[config.mk]
export PLATFORM = sky130hd
export DESIGN_NAME = id_ex_stage
export DESIGN_NICKNAME = d
export VERILOG_FILES = /design/src/rtl/id_ex_stage.sv
export SDC_FILE = /design/constraint.sdc
export NUM_CORES = 1
export LEC_CHECK = 0
export CAP_MARGIN = 10
export CORE_MARGIN = 2
export CORE_UTILIZATION = 46
export DETAILED_ROUTE_END_ITERATION = 8
export HOLD_SLACK_MARGIN = 0.02
export PLACE_DENSITY = 0.95
export SYNTH_ARGS = -nofsm -noshare
export SYNTH_HDL_FRONTEND = slang
export SYNTH_SLANG_ARGS = --single-unit
export TNS_END_PERCENT = 30
[constraint.sdc]
create_clock -name clk -period 4.05 [get_ports clk]
set_clock_uncertainty 0.1 [all_clocks]
set_input_delay 0.81 -clock clk [delete_from_list [all_inputs] [get_ports clk]]
set_output_delay 0.81 -clock clk [all_outputs]
set_load 0.01 [all_outputs]
[src/rtl/id_ex_stage.sv]
// id_ex_stage: ID/EX pipeline register with ALU opcode decode, EX-stage forwarding,
// stall hold and flush bubble.
module id_ex_stage #(
    parameter int W = 32
) (
    input  logic         clk,
    input  logic         rst_n,
    input  logic         stall,
    input  logic         flush,
    input  logic         valid_in,
    input  logic [1:0]   alu_op_in,
    input  logic [5:0]   funct_in,
    input  logic [W-1:0] rs_data_in,
    input  logic [W-1:0] rt_data_in,
    input  logic [W-1:0] imm_in,
    input  logic [4:0]   rs_in,
    input  logic [4:0]   rt_in,
    input  logic [4:0]   rd_in,
    input  logic         alu_src_in,
    input  logic         reg_dst_in,
    input  logic         reg_write_in,
    input  logic         mem_read_in,
    input  logic         mem_write_in,
    input  logic         mem_to_reg_in,
    input  logic         exmem_reg_write,
    input  logic [4:0]   exmem_rd,
    input  logic [W-1:0] exmem_result,
    input  logic         memwb_reg_write,
    input  logic [4:0]   memwb_rd,
    input  logic [W-1:0] memwb_result,
    output logic [4:0]   alu_op,
    output logic [W-1:0] alu_a,
    output logic [W-1:0] alu_b,
    output logic [W-1:0] store_data,
    output logic [4:0]   dest,
    output logic         valid_out,
    output logic         reg_write_out,
    output logic         mem_read_out,
    output logic         mem_write_out,
    output logic         mem_to_reg_out,
    output logic         illegal
);
    logic [W-1:0] rs_data_q, rt_data_q, imm_q, fwd_rs, fwd_rt;
    logic [4:0]   rs_q, rt_q, r_op, dec_op;
    logic         alu_src_q, r_bad, dec_bad, kill;

    always_comb begin
        r_op = funct_in == 6'b100000 ? 5'b00001 :
               funct_in == 6'b100010 ? 5'b00010 :
               funct_in == 6'b100100 ? 5'b00100 :
               funct_in == 6'b100101 ? 5'b10000 :
               funct_in == 6'b101010 ? 5'b01000 : 5'b00001;
        r_bad = !(funct_in inside {6'b100000, 6'b100010, 6'b100100, 6'b100101, 6'b101010});
        dec_op = alu_op_in == 2'b00 ? 5'b00001 :
                 alu_op_in == 2'b01 ? 5'b00010 :
                 alu_op_in == 2'b11 ? 5'b01000 : r_op;
        dec_bad = valid_in && alu_op_in == 2'b10 && r_bad;
        kill = !valid_in || dec_bad;
    end

    // EX/MEM has the newer result, so it is checked first; register 0 never forwards
    assign fwd_rs = (exmem_reg_write && exmem_rd != 5'd0 && exmem_rd == rs_q) ? exmem_result :
                    (memwb_reg_write && memwb_rd != 5'd0 && memwb_rd == rs_q) ? memwb_result : rs_data_q;
    assign fwd_rt = (exmem_reg_write && exmem_rd != 5'd0 && exmem_rd == rt_q) ? exmem_result :
                    (memwb_reg_write && memwb_rd != 5'd0 && memwb_rd == rt_q) ? memwb_result : rt_data_q;

    assign alu_a      = fwd_rs;
    assign store_data = fwd_rt;
    assign alu_b      = alu_src_q ? imm_q : fwd_rt;

    always_ff @(posedge clk) begin
        if (!rst_n || flush) begin
            alu_op         <= 5'b00001;
            rs_data_q      <= '0;
            rt_data_q      <= '0;
            imm_q          <= '0;
            rs_q           <= '0;
            rt_q           <= '0;
            dest           <= '0;
            alu_src_q      <= 1'b0;
            valid_out      <= 1'b0;
            reg_write_out  <= 1'b0;
            mem_read_out   <= 1'b0;
            mem_write_out  <= 1'b0;
            mem_to_reg_out <= 1'b0;
            illegal        <= 1'b0;
        end else if (!stall) begin
            alu_op         <= dec_op;
            rs_data_q      <= rs_data_in;
            rt_data_q      <= rt_data_in;
            imm_q          <= imm_in;
            rs_q           <= rs_in;
            rt_q           <= rt_in;
            dest           <= reg_dst_in ? rd_in : rt_in;
            alu_src_q      <= alu_src_in;
            valid_out      <= valid_in;
            reg_write_out  <= reg_write_in && !kill;
            mem_read_out   <= mem_read_in && !kill;
            mem_write_out  <= mem_write_in && !kill;
            mem_to_reg_out <= mem_to_reg_in && valid_in;
            illegal        <= dec_bad;
        end
    end
endmodule
==> metrics.yaml <==
outcome: "finished, final reports clean"
yosys_warnings: 0
hold_viol: 0
boundaryPins: 318
grt_overflow: 0
ys_types: 41
ant_nets: 0
hold_ws_ps: 385.4
seqCellArea_um2: 2466
grt_pass1_wl_mm: 37.81
row_count: 45
ir_worst_vdd_mv: 0.2721
powerDensity_nw_per_um2: 313.0
die_area_um2: 16230
cp_max_fo: 16
die_y_um: 127.4
multi_input_area_um2: 4158
cp_common_cell: "buf_4"
antenna_cells: 0
synth_ff_type: "dfxtp_1"
ys_seq_area_frac: 0.3514
synth_edf_count: 0
rrSetupSlack_ps: 2870
cts_root_buf: "clkbuf_16"
grt_start_max_net_pins: 97
place.gp.congestion: 0.9038
whs_path_depth: 2
syn_inst: 786
die_w_um: 127.4
htreeDepth: 4
max_freq_ghz: 0.2498
cp.arrival_ps: 3090
drive_gt1_frac: 0.1381
cp-start-kind: "input port"
clock_latency_ps: 420
cts_buffers: 17
rsz0062_at_grt: "yes"
grt_pass1_vias: 7205
core_area_um2: 15030
fill_cells: 1071
cts.sinks: 123
finalCritPeriodShare: 0.9885
leakage_uw: 0.004773
route.detailed.drc: 0
crit_type: "input port to output pin"
critPathCaptureType: "output pin"
drt_wl_total_mm: 25.30
routedWlPerCell_um: 19.52
finalNetCount: 1301
setup_violations: 0
min_period_ps: 4004
synth_area_um2: 7007
cpMaxStageDelayCell: "or4_1"
vias: 7208
ys_ff_latch: 123
synthArstFlopShare: 0
start_util: 0.4661
grt_use_total: 0.2985
hpwl_mm: 18.15
cts_hold_buf: 0
hp-class: "flop to flop"
portBuffers: 317
cts_tree: "yes"
finalMaxSlewViolations: 0
drt-pass1-iter-count: 6
required_ps: 3140
path_clk_slew_ps: 60
syn_to_final_growth_pct: 58.21
tightest_slew_ps: 1082
mostFrequentLayoutCell: "clkdlybuf4s50_1"
drv_cap: 0
synth_nets: 992
drtIter0Drc: 445
worst_slew_margin_rel: 0.2784
ctsLongestPathBuffers: 2
fin_util: 0.7374
vias_per_cell: 5.562
slowest_delay_ps: 520
ff2ff_path_depth: 2
worstPathCellList: "clkdlybuf4s50_1 > or4_1 > o21a_1 > buf_4 > a31oi_4 > buf_12 > buf_4 > a221oi_2 > dlygate4sd2_1"
syn_avg_cell_area_um2: 8.914
final_cell_mix: "219 x clkdlybuf4s50_1, 161 x nor2_1, 160 x mux2i_1"
grt_antenna_before_repair: 0
[cells by family (layout without fill, tap and decap cells)]
group                  Yosys count  count (layout)  share of synthesized area
AND/OR/NAND/NOR                249             249                     0.1537
multiplexers                   176             176                     0.2514
flip-flops                     123             123                     0.3514
AO/OA/AOI/OAI                  120             120                     0.1495
buffers and inverters           98             420                    0.06893
XOR/XNOR                        20              20                    0.02500
[area by class of cell]
class,instances,area share
Clock buffer,22,0.04278
Clock inverter,10,0.01050
Inverter,35,0.01185
Multi-Input combinational cell,565,0.3751
Sequential cell,123,0.2225
Tap cell,188,0.02122
Timing Repair Buffer,353,0.3161
[registers in the layout, indices dropped and copies added, names as in the netlist]
name and flops:
imm_q 32, rs_data_q 32, rt_data_q 32, alu_op 5
dest 5, rs_q 5, rt_q 5, alu_src_q 1
illegal 1, mem_read_out 1, mem_to_reg_out 1, mem_write_out 1
reg_write_out 1, valid_out 1
[stage by stage]
| step | setup TNS [ps] | power (µW) | instance area [µm²] | instances | setup slack [ps] |
|---|---|---|---|---|---|
| 6_report | 0 | 3470 | 11090 | 1296 | 46.38 |
| 5_1_grt | -108.2 | 3593 | 11090 | 1296 | -69.61 |
| 4_1_cts | -315.2 | 3480 | 11030 | 1295 | -49.29 |
| 3_5_place_dp | -9667 | 1996 | 10440 | 1259 | -239.0 |
| 3_3_place_gp | -6916 | 1979 | 10440 | 1259 | -137.4 |
| 2_1_floorplan | 0 | 1583 | 7007 | 786 | 852.9 |
[routing by layer]
layer  routed length [µm]  share of wire  GRT usage  up-vias
met5                    0              0          0        -
met4                 1184          0.047     0.1558        0
met3                 1798          0.071    0.06993       90
met2                12420           0.49     0.5064      341
met1                 9904           0.39     0.3512     3414
li1                     -              -          -     3363
[what timing repair did]
| item | in CTS | in global routing |
|---|---|---|
| pin swaps | 2 | 1 |
| setup buffers | 4 | 1 |
| resized for setup | 102 | 27 |
| setup endpoints to repair | 96 | 26 |
| gates cloned | 0 | 0 |
[cell usage after synthesis, types with 2 or more instances]
| cell | instances | area, µm² |
|---|---|---|
| mux2i_1 | 176 | 1762 |
| nor2_1 | 161 | 604.3 |
| dfxtp_1 | 123 | 2462 |
| a21oi_1 | 41 | 205.2 |
| inv_1 | 35 | 131.4 |
| nand2_1 | 34 | 127.6 |
| nor3_1 | 34 | 170.2 |
| o21ai_2 | 28 | 245.2 |
| a221oi_2 | 26 | 390.4 |
| clkbuf_1 | 24 | 90.09 |
| buf_2 | 17 | 85.08 |
| xnor2_1 | 10 | 87.58 |
| xor2_1 | 10 | 87.58 |
| buf_6 | 9 | 101.4 |
| a221oi_1 | 7 | 61.31 |
| buf_4 | 7 | 52.55 |
| buf_1 | 6 | 22.52 |
| a22oi_1 | 5 | 37.54 |
| o21ai_1 | 4 | 20.02 |
| nand2b_1 | 3 | 18.77 |
| or4_1 | 3 | 22.52 |
| nand4_1 | 2 | 12.51 |
| nor2b_1 | 2 | 12.51 |
| o31a_1 | 2 | 17.52 |
[critical path: cells and delay by family]
kind | cells | cell delay, ps
compound gates | 3 | 500
buf+inv | 5 | 1250
simple gates | 1 | 520
[worst paths after layout]
kind | from | to
min reg2reg | alu_op[1] | alu_op[1]
max reg2reg | alu_src_q | alu_src_q
min | alu_op[1] | alu_op[1]
max | exmem_rd[1] | alu_b[18]
[report_power, final]
| group | total (µW) | switching [µW] | leakage, µW | internal [µW] |
|---|---|---|---|---|
| sequential | 1280 | 31.0 | 0.00100 | 1250 |
| combinational | 673 | 291 | 0.00348 | 382 |
| clock | 1520 | 563 | 0.000286 | 954 |
| total | 3470 | 884 | 0.00477 | 2590 |
(Power assumes the default switching activity.)
